### config.mk
export PLATFORM = sky130hd
export DESIGN_NAME = fetch_unit_flat
export DESIGN_NICKNAME = d
export VERILOG_FILES = /design/src/rtl/fetch_unit_pkg.sv /design/src/rtl/fetch_unit_if.sv /design/src/rtl/fetch_unit_next_pc_sel.sv /design/src/rtl/fetch_unit.sv /design/src/flat_wrapper.sv
export SDC_FILE = /design/constraint.sdc
export NUM_CORES = 1
export LEC_CHECK = 0
export CORE_MARGIN = 5
export CORE_UTILIZATION = 30
export CTS_CLUSTER_DIAMETER = 200
export DETAILED_ROUTE_END_ITERATION = 12
export PLACE_DENSITY = 0.54
export SYNTH_ARGS = -nofsm -noshare
export SYNTH_HDL_FRONTEND = slang
export SYNTH_SLANG_ARGS = --single-unit
### constraint.sdc
create_clock -name clk -period 6.85 [get_ports clk]
set_input_delay 1.0275 -clock clk [delete_from_list [all_inputs] [get_ports clk]]
set_output_delay 1.0275 -clock clk [all_outputs]
set_load 0.01 [all_outputs]
### src/rtl/fetch_unit_pkg.sv
// Shared definitions for the fetch unit: FSM encoding, reset address and the
// instruction-step constant, plus the branch offset helper.
package fetch_unit_pkg;

  typedef enum logic [1:0] {
    ST_BOOT = 2'd0,
    ST_RUN  = 2'd1,
    ST_HALT = 2'd2
  } fetch_state_t;

  localparam logic [31:0] RESET_PC_DEFAULT = 32'h0000_0000;
  localparam logic [31:0] INST_STEP        = 32'd4;

  // Word offset to byte offset, sign-extended to 32 bits.
  function automatic logic [31:0] branch_offset(input logic [15:0] imm);
    return {{14{imm[15]}}, imm, 2'b00};
  endfunction

endpackage

### src/rtl/fetch_unit_if.sv
// Instruction-memory bus between the fetch unit (master) and the memory (slave).
interface fetch_unit_if;
  logic [31:0] imem_addr;
  logic [31:0] imem_inst;

  modport master (output imem_addr, input  imem_inst);
  modport slave  (input  imem_addr, output imem_inst);
endinterface

### src/rtl/fetch_unit_next_pc_sel.sv
// Next fetch address: redirect target calculation and jr > jump > branch >
// sequential priority, all qualified by the held instruction's valid bit.
module next_pc_sel
  import fetch_unit_pkg::*;
(
  input  logic [31:0] fetch_pc,
  input  logic [31:0] pc_plus4,
  input  logic        valid,
  input  logic        br_taken,
  input  logic [15:0] br_imm,
  input  logic        jump,
  input  logic [25:0] jump_idx,
  input  logic        jr,
  input  logic [31:0] jr_target,
  output logic [31:0] next_pc,
  output logic        redirect,
  output logic        misalign_req
);

  always_comb begin
    next_pc      = fetch_pc + INST_STEP;
    redirect     = 1'b0;
    misalign_req = 1'b0;
    if (valid) begin
      if (jr) begin
        // A misaligned jr never redirects; the caller halts instead.
        if (jr_target[1:0] != 2'b00) begin
          misalign_req = 1'b1;
        end else begin
          redirect = 1'b1;
          next_pc  = jr_target;
        end
      end else if (jump) begin
        redirect = 1'b1;
        next_pc  = {pc_plus4[31:28], jump_idx, 2'b00};
      end else if (br_taken) begin
        redirect = 1'b1;
        next_pc  = pc_plus4 + branch_offset(br_imm);
      end
    end
  end

endmodule

### src/rtl/fetch_unit.sv
// Single-stage instruction fetch: fetch PC register, decode output register
// and BOOT/RUN/HALT control.
module fetch_unit
  import fetch_unit_pkg::*;
#(
  parameter logic [31:0] RESET_PC = RESET_PC_DEFAULT
) (
  input  logic                clk,
  input  logic                rst,
  input  logic                stall,
  input  logic                br_taken,
  input  logic [15:0]         br_imm,
  input  logic                jump,
  input  logic [25:0]         jump_idx,
  input  logic                jr,
  input  logic [31:0]         jr_target,
  fetch_unit_if.master        imem,
  output logic [31:0]         inst_out,
  output logic [31:0]         pc_out,
  output logic [31:0]         pc_plus4,
  output logic                inst_valid,
  output logic                misalign
);

  fetch_state_t state;
  logic [31:0]  fetch_pc;
  logic [31:0]  next_pc;
  logic         redirect;
  logic         misalign_req;

  assign imem.imem_addr = fetch_pc;
  assign pc_plus4       = pc_out + INST_STEP;

  next_pc_sel u_next_pc_sel (
    .fetch_pc     (fetch_pc),
    .pc_plus4     (pc_plus4),
    .valid        (inst_valid),
    .br_taken     (br_taken),
    .br_imm       (br_imm),
    .jump         (jump),
    .jump_idx     (jump_idx),
    .jr           (jr),
    .jr_target    (jr_target),
    .next_pc      (next_pc),
    .redirect     (redirect),
    .misalign_req (misalign_req)
  );

  always_ff @(posedge clk) begin
    if (rst) begin
      state      <= ST_BOOT;
      fetch_pc   <= RESET_PC;
      inst_out   <= '0;
      pc_out     <= RESET_PC;
      inst_valid <= 1'b0;
      misalign   <= 1'b0;
    end else begin
      unique case (state)
        ST_BOOT: begin
          inst_out   <= imem.imem_inst;
          pc_out     <= fetch_pc;
          inst_valid <= 1'b1;
          fetch_pc   <= next_pc;
          state      <= ST_RUN;
        end
        ST_RUN: begin
          if (misalign_req) begin
            misalign   <= 1'b1;
            inst_valid <= 1'b0;
            state      <= ST_HALT;
          end else if (redirect || !stall) begin
            // The word fetched alongside a redirect is wrong-path: latch it as a bubble.
            inst_out   <= imem.imem_inst;
            pc_out     <= fetch_pc;
            inst_valid <= !redirect;
            fetch_pc   <= next_pc;
          end
        end
        default: begin
        end
      endcase
    end
  end

endmodule
### src/flat_wrapper.sv
// flat-port wrapper written by rule: the top's interface ports become plain ports
module fetch_unit_flat import fetch_unit_pkg::*;
#(
  parameter logic [31:0] RESET_PC = RESET_PC_DEFAULT
)
  (clk, rst, stall, br_taken, br_imm, jump, jump_idx, jr, jr_target, inst_out, pc_out, pc_plus4, inst_valid, misalign, imem_imem_addr, imem_imem_inst);
  fetch_unit_if imem_i ();
  input  logic clk;
  input  logic rst;
  input  logic stall;
  input  logic br_taken;
  input  logic [15:0] br_imm;
  input  logic jump;
  input  logic [25:0] jump_idx;
  input  logic jr;
  input  logic [31:0] jr_target;
  output logic [31:0] inst_out;
  output logic [31:0] pc_out;
  output logic [31:0] pc_plus4;
  output logic inst_valid;
  output logic misalign;
  output wire logic [$bits(imem_i.imem_addr)-1:0] imem_imem_addr;
  input wire logic [$bits(imem_i.imem_inst)-1:0] imem_imem_inst;
  assign imem_imem_addr = imem_i.imem_addr;
  assign imem_i.imem_inst = imem_imem_inst;
  fetch_unit #(.RESET_PC(RESET_PC)) u_core (.clk(clk), .rst(rst), .stall(stall), .br_taken(br_taken), .br_imm(br_imm), .jump(jump), .jump_idx(jump_idx), .jr(jr), .jr_target(jr_target), .imem(imem_i), .inst_out(inst_out), .pc_out(pc_out), .pc_plus4(pc_plus4), .inst_valid(inst_valid), .misalign(misalign));
endmodule
# ---- Word level (Yosys, flattened, before mapping)
# Index checks and enable logic that the tools add are counted.
dict set report word_totals {
  in_bits 112
  regBits 100
  elab_cells 51
  output_inout_bits 130
}
dict set report classes {
  reduce_logical 10
  n_eq_ne 5
  n_addsub 3
  mux 27
}
# op count
set ops {}
lappend ops {{32-bit two-way mux} 11}
lappend ops {{32-bit case mux with 2 select lines} 3}
lappend ops {{32-bit by 3-bit adder with 32-bit output, second input constant} 2}
lappend ops {{32-bit adder} 1}
lappend ops {{1-bit two-way mux} 10}
lappend ops {{2-bit AND reduction} 3}
lappend ops {{2-bit by 1-bit != test with 1-bit output, second input constant} 2}
lappend ops {{2-bit case mux with 2 select lines} 1}
lappend ops {{2-bit nonzero test} 2}
lappend ops {{3-bit by 1-bit != test with 1-bit output, second input constant} 1}
lappend ops {{3-bit AND reduction} 1}
lappend ops {{2-bit by 1-bit == test with 1-bit output, second input constant} 1}
lappend ops {{1-bit logical NOT} 2}
lappend ops {{2-bit logical NOT} 1}
lappend ops {{2-bit two-way mux} 1}
lappend ops {{2-bit != test, second input constant} 1}
lappend ops {{1-bit case mux with 2 select lines} 1}
lappend ops {{1-bit logical OR} 1}

# ---- Depth between registers and ports, before layout
dict set report logic_depth {
  word_depth 9
  ltp_mapped 18
  ltp_nobuf 16
}

# ---- Cells and area by module
# From an unflattened synthesis, not the netlist that was laid out.
dict set report hier_totals {
  cells_unflattened 989
  hier_area_um2 7394.6
}
# module cells_per_inst instances seq_area_each_um2 area_per_inst_um2
set by_module_without_submodules {}
lappend by_module_without_submodules {fetch_unit 536 1 2001.9 4306.6}
lappend by_module_without_submodules {next_pc_sel 453 1 0.0 3088.0}

# ---- Least setup slack after synthesis
# No wires, ideal clock.
dict set report synth_timing {
  kind {reg2reg}
  start {register u_core.pc_out[11]}
  end {register u_core.fetch_pc[31] (netlist: u_core.imem.imem_addr[31])}
  setup_slack_ps 2862
  t_required_ps 6776
  path_buffers 1
  stages_incl_launch_ff 16
  arrival_time_ps 3914
  period_less_slack_ps 3988
  setup_time_ps 74
  path_cell_list {dfxtp_1 and4_1 nand4_1 or3_2 or2_2 nor2_1 xor2_1 ha_1 clkbuf_1 nand2_1 nor2_1 a221oi_1 a2111oi_0 or4b_1 a21bo_1 a31oi_1}
}
dict set report synth_via {
  elab_chain_len 9
}
# element line
set synth_lines {}
lappend synth_lines {{start: declaration} fetch_unit.sv:19} ;# output logic [31:0] pc_out,
lappend synth_lines {{start signal: assignment} fetch_unit.sv:61} ;# pc_out <= fetch_pc;
lappend synth_lines {{start signal: assignment} fetch_unit.sv:74} ;# pc_out <= fetch_pc;
lappend synth_lines {{32-bit by 3-bit adder with 32-bit output (*)} fetch_unit.sv:32} ;# assign pc_plus4 = pc_out + INST_STEP;
lappend synth_lines {{named net pc_plus4[26]} flat_wrapper.sv:19} ;# output logic [31:0] pc_plus4;
lappend synth_lines {{32-bit adder (*)} fetch_unit_next_pc_sel.sv:38} ;# next_pc = pc_plus4 + branch_offset(br_imm);
lappend synth_lines {{32-bit two-way mux (*)} fetch_unit_next_pc_sel.sv:36} ;# end else if (br_taken) begin
lappend synth_lines {{32-bit two-way mux (*)} fetch_unit_next_pc_sel.sv:33} ;# end else if (jump) begin
lappend synth_lines {{32-bit two-way mux (*)} fetch_unit_next_pc_sel.sv:25} ;# if (jr) begin
lappend synth_lines {{32-bit two-way mux (*)} fetch_unit_next_pc_sel.sv:24} ;# if (valid) begin
lappend synth_lines {{32-bit two-way mux} fetch_unit.sv:71} ;# end else if (redirect || !stall) begin
lappend synth_lines {{32-bit two-way mux} fetch_unit.sv:67} ;# if (misalign_req) begin
lappend synth_lines {{32-bit case mux with 2 select lines (*)} fetch_unit.sv:58} ;# unique case (state)
lappend synth_lines {{end signal: assignment} fetch_unit.sv:63} ;# fetch_pc <= next_pc;
lappend synth_lines {{end signal: assignment} fetch_unit.sv:76} ;# fetch_pc <= next_pc;
lappend synth_lines {{end: declaration} fetch_unit.sv:26} ;# logic [31:0] fetch_pc;
# The timed path passes the listed nets; every way through them passes the cells marked *. The select of a mux whose other input is x is not followed.
# A chain may end at the register's enable or synchronous reset.

# ---- Final worst setup path
dict set report layout_timing {
  start {input port jr}
  end {register u_core.fetch_pc[25] (netlist: u_core.imem.imem_addr[25])}
}
dict set report layout_via {
  elab_chain_len 5
  word_cells_on_any_way 13
  classes_between {2 x eq/ne; 9 x mux; 2 x reduce/logical}
}
# element line
set layout_lines {}
lappend layout_lines {{start: declaration} flat_wrapper.sv:15} ;# input logic jr;
lappend layout_lines {{32-bit two-way mux / 1-bit two-way mux (equally long branches)} fetch_unit_next_pc_sel.sv:25}
lappend layout_lines {{32-bit two-way mux / 1-bit two-way mux (equally long branches)} fetch_unit_next_pc_sel.sv:24}
lappend layout_lines {{32-bit two-way mux / 1-bit logical OR (equally long branches)} fetch_unit.sv:71}
lappend layout_lines {{32-bit two-way mux / 2-bit by 1-bit != test with 1-bit output (equally long branches)} -}
lappend layout_lines {{32-bit case mux with 2 select lines / 3-bit AND reduction (equally long branches)} -}
# Parallel ways exist; a longest one is shown, timed or not. The select of a mux whose other input is x is not followed.

==> results.toml <==
[floorplanning]
die_area_mm2 = 0.0272
fp.dieW_um = 165
start_util_pct = 30.6
core_area_mm2 = 0.0235
num_io_pins = 242
die_h_um = 165
rows = 56

[clocking]
cts_inserted_buffers = 9
cts_resized = 0
clkLatencyLatePin_ns = 0.36
cts.sinks = 100
cts_setup_buffers = 0
cts.reportedPaths.clkPinSlew_ns = 0.07
max-clock-path-buffers = 2
cts-root-buf = "clkbuf_16"
cts_hold_buf = 0
cts_tree = "done"
htreeDepth = 3

[setup_path]
reg2reg_slack_ns = 2.29
critical_path.endpoint_type = "flop"
cp.buffers_inverters = 3
worstPathRequired_ns = 7.12
cp_slowest_stage_delay_ns = 1.06
critPathArrivalTime_ns = 4.95
cp_max_fo = 49
path_class = "in -> reg"
cpLargestDelayFamily = "buffers and inverters"
slowest_stage = "clkdlybuf4s50_1"
crit_path_start_kind = "primary input"
path_cells = "clkdlybuf4s50_1, clkinv_1, nor2_1, a22o_1, a21o_2, buf_4, a2111oi_0, nor3_1"
r2r_end = "u_core.imem.imem_addr[31]$_SDFFE_PP0P_"
rr_startpoint = "u_core.pc_out[2]$_SDFFE_PP0P_"
r2r_cells = 13
worstSetupStartpoint = "jr"

[timing]
tns_ns = 0
period_minus_slack_ns = 4.68
setup_ws_ns = 2.17
finalCritPeriodShare_pct = 68.3
maxSlewViolCount = 0
relSlewSlack_pct = 13.6
rsz0062_at_grt = "no"
report.final.setup_viol = 0
worst_pin_slew_ns = 1.29
clock_skew_ns = 0.00835
fmax_ghz = 0.214
hold_violations = 0

[synth]
synth-async-reset-ratio_pct = 0
syn_nets = 1154
synthesis.instances = 1006
ys_seq_elements = 100
ys_types = 68
syn_avg_cell_area_um2 = 7.15
yosysSeqAreaShare_pct = 27.8
yosysWarnings = 0
syn_area_mm2 = 0.00719
synthFlopType = "dfxtp_1"
synth-edff-count = 0

[layout]
n_antenna_cell = 0
nets = 1354
fin_util_pct = 43.1
area_delta_synth_final_pct = 41.0
drive_gt1_share_pct = 3.39

[power]
p_leak_nw = 3.83
total_power_mw = 1.84
peakVddDrop_mv = 0.121
powerDensity_mw_per_mm2 = 181

[drt]
ant_nets = 0
first_pass_iters = 5
wl_per_cell_um = 20.0
wl_mm = 30.6
drtIter0Drc = 799
vias = 8204
drc = 0
viasPerCell = 5.37

[min_path]
min_from = "u_core.inst_out[10]$_SDFFE_PP0P_"
hold_class = "reg -> reg"
min_path_cells = 2
hold_end = "u_core.inst_out[10]$_SDFFE_PP0P_"

[placement]
gp_congestion = 0.859
hpwl_mm = 23.1
place_ws_ns = 1.85
portBuffers = 241

[run]
cap_violations = 0

[global_route]
grt_pass1_vias = 7693
grt_overflow_total = 0
grt_first_pass_wirelength_mm = 46.0
track_usage_pct = 22.0
grt_max_degree = 99
grt_antenna_before_repair = 0

[status]
status = "complete, no violations"
==> per-stage QoR <==
step	hold WS [ns]	cell area (um2)	cells
final	0.456	10100	1529
after CTS	0.456	10100	1529
after floorplan	0.481	7190	1006
after detailed placement	0.446	9840	1514
after global routing	0.474	10100	1529
after global placement	0.440	9840	1514
==> cells by family (layout without fill, tap and decap cells) <==
logic type / count (synthesis) / count (layout) / share of synthesized area, %
compound gates: 314 / 314 / 27.4
xor+xnor: 65 / 65 / 8.02
fa+ha+maj: 36 / 36 / 6.37
buf+inv: 79 / 283 / 4.24
flops: 100 / 100 / 27.8
mux: 4 / 4 / 0.591
simple gates: 408 / 408 / 25.6
==> layout make-up <==
type,instances,area (um2)
repair buffers,249,2470
clock inverters,3,46.3
well taps,319,399
inverters,19,71.3
flip-flops and latches,100,2000
fillers,2465,13400
multi-input cells,827,4900
clock buffers,12,256
==> placed cells by master (no fill, tap or decap), types with 4 or more instances in the layout <==
| cell | count |
|---|---|
| clkdlybuf4s50_1 | 240 |
| nand2_1 | 202 |
| a21oi_1 | 125 |
| dfxtp_1 | 100 |
| nor2_1 | 78 |
| o21ai_0 | 51 |
| xnor2_1 | 40 |
| ha_1 | 35 |
| nand3_1 | 33 |
| xor2_1 | 24 |
| a21o_1 | 21 |
| nand4_1 | 19 |
| nor3_1 | 17 |
| a31oi_1 | 17 |
| inv_1 | 16 |
| and3_1 | 14 |
| a211oi_1 | 12 |
| clkbuf_16 | 9 |
| buf_4 | 9 |
| o211ai_1 | 8 |
| and4_1 | 7 |
| a22oi_1 | 7 |
| o21bai_1 | 6 |
| o22ai_1 | 6 |
| a221oi_1 | 6 |
| o32ai_1 | 6 |
| or2_2 | 5 |
| or3_1 | 5 |
| nor2b_1 | 5 |
| a32oi_1 | 5 |
| nand2b_1 | 4 |
| a2111oi_0 | 4 |
| a222oi_1 | 4 |
==> layer usage <==
layer | vias up | routed length [um] | track usage, %
met3 | 31 | 2620 | 6.06
met2 | 322 | 13800 | 34.6
met1 | 3824 | 13700 | 29.9
met5 | - | 0 | 0
li1 | 4027 | - | -
met4 | 0 | 538 | 5.18
==> worst max path at each step <==
stage,end,depth (start not counted)
4_1_cts,pc_plus4[30],7
5_1_grt,u_core.imem.imem_addr[25]$_SDFFE_PP0P_,8
3_3_place_gp,u_core.imem.imem_addr[25]$_SDFFE_PP0P_,8
2_1_floorplan,u_core.imem.imem_addr[31]$_SDFFE_PP0P_,15
3_5_place_dp,u_core.imem.imem_addr[27]$_SDFFE_PP0P_,8
6_report,u_core.imem.imem_addr[25]$_SDFFE_PP0P_,8
==> power by group <==
part	internal, mW	leakage (nW)	switching [mW]	total, mW
registers	0.628	0.820	0.0667	0.694
clock network	0.302	0.145	0.233	0.536
logic	0.282	2.86	0.325	0.607
==> sequential cells by signal (all words and copies together), names as in the netlist <==
register and cells:
u_core.inst_valid 1, u_core.pc_out 32, u_core.imem.imem_addr 32, u_core.inst_out 32, u_core.state 2, u_core.misalign 1
==> synthesized netlist by cell type (6+ instances only) <==
cell | number | area, um2
inv_1 | 16 | 60.1
o211ai_1 | 8 | 60.1
dfxtp_1 | 100 | 2000
nand3_1 | 33 | 165
a22oi_1 | 7 | 52.6
xor2_1 | 24 | 210
a211oi_1 | 12 | 90.1
o21bai_1 | 6 | 45.0
a31oi_1 | 17 | 106
ha_1 | 35 | 438
nor2_1 | 79 | 297
nand4_1 | 19 | 119
o21ai_0 | 51 | 255
xnor2_1 | 40 | 350
a21o_1 | 22 | 165
nor3_1 | 17 | 85.1
clkbuf_1 | 52 | 195
o32ai_1 | 6 | 52.6
a21oi_1 | 126 | 631
a221oi_1 | 6 | 52.6
o22ai_1 | 6 | 37.5
and4_1 | 7 | 61.3
and3_1 | 14 | 87.6
nand2_1 | 202 | 758
==> worst reg2reg max path: cells and delay by family (launching register included) <==
family	cells	cell delay, ns
adder cells (fa/ha/maj)	2	0.63
AND/OR/NAND/NOR	5	2.00
flip-flops	1	0.47
XOR/XNOR	1	0.40
AO/OA/AOI/OAI	5	1.01
Power figures use the tool's default switching activity.
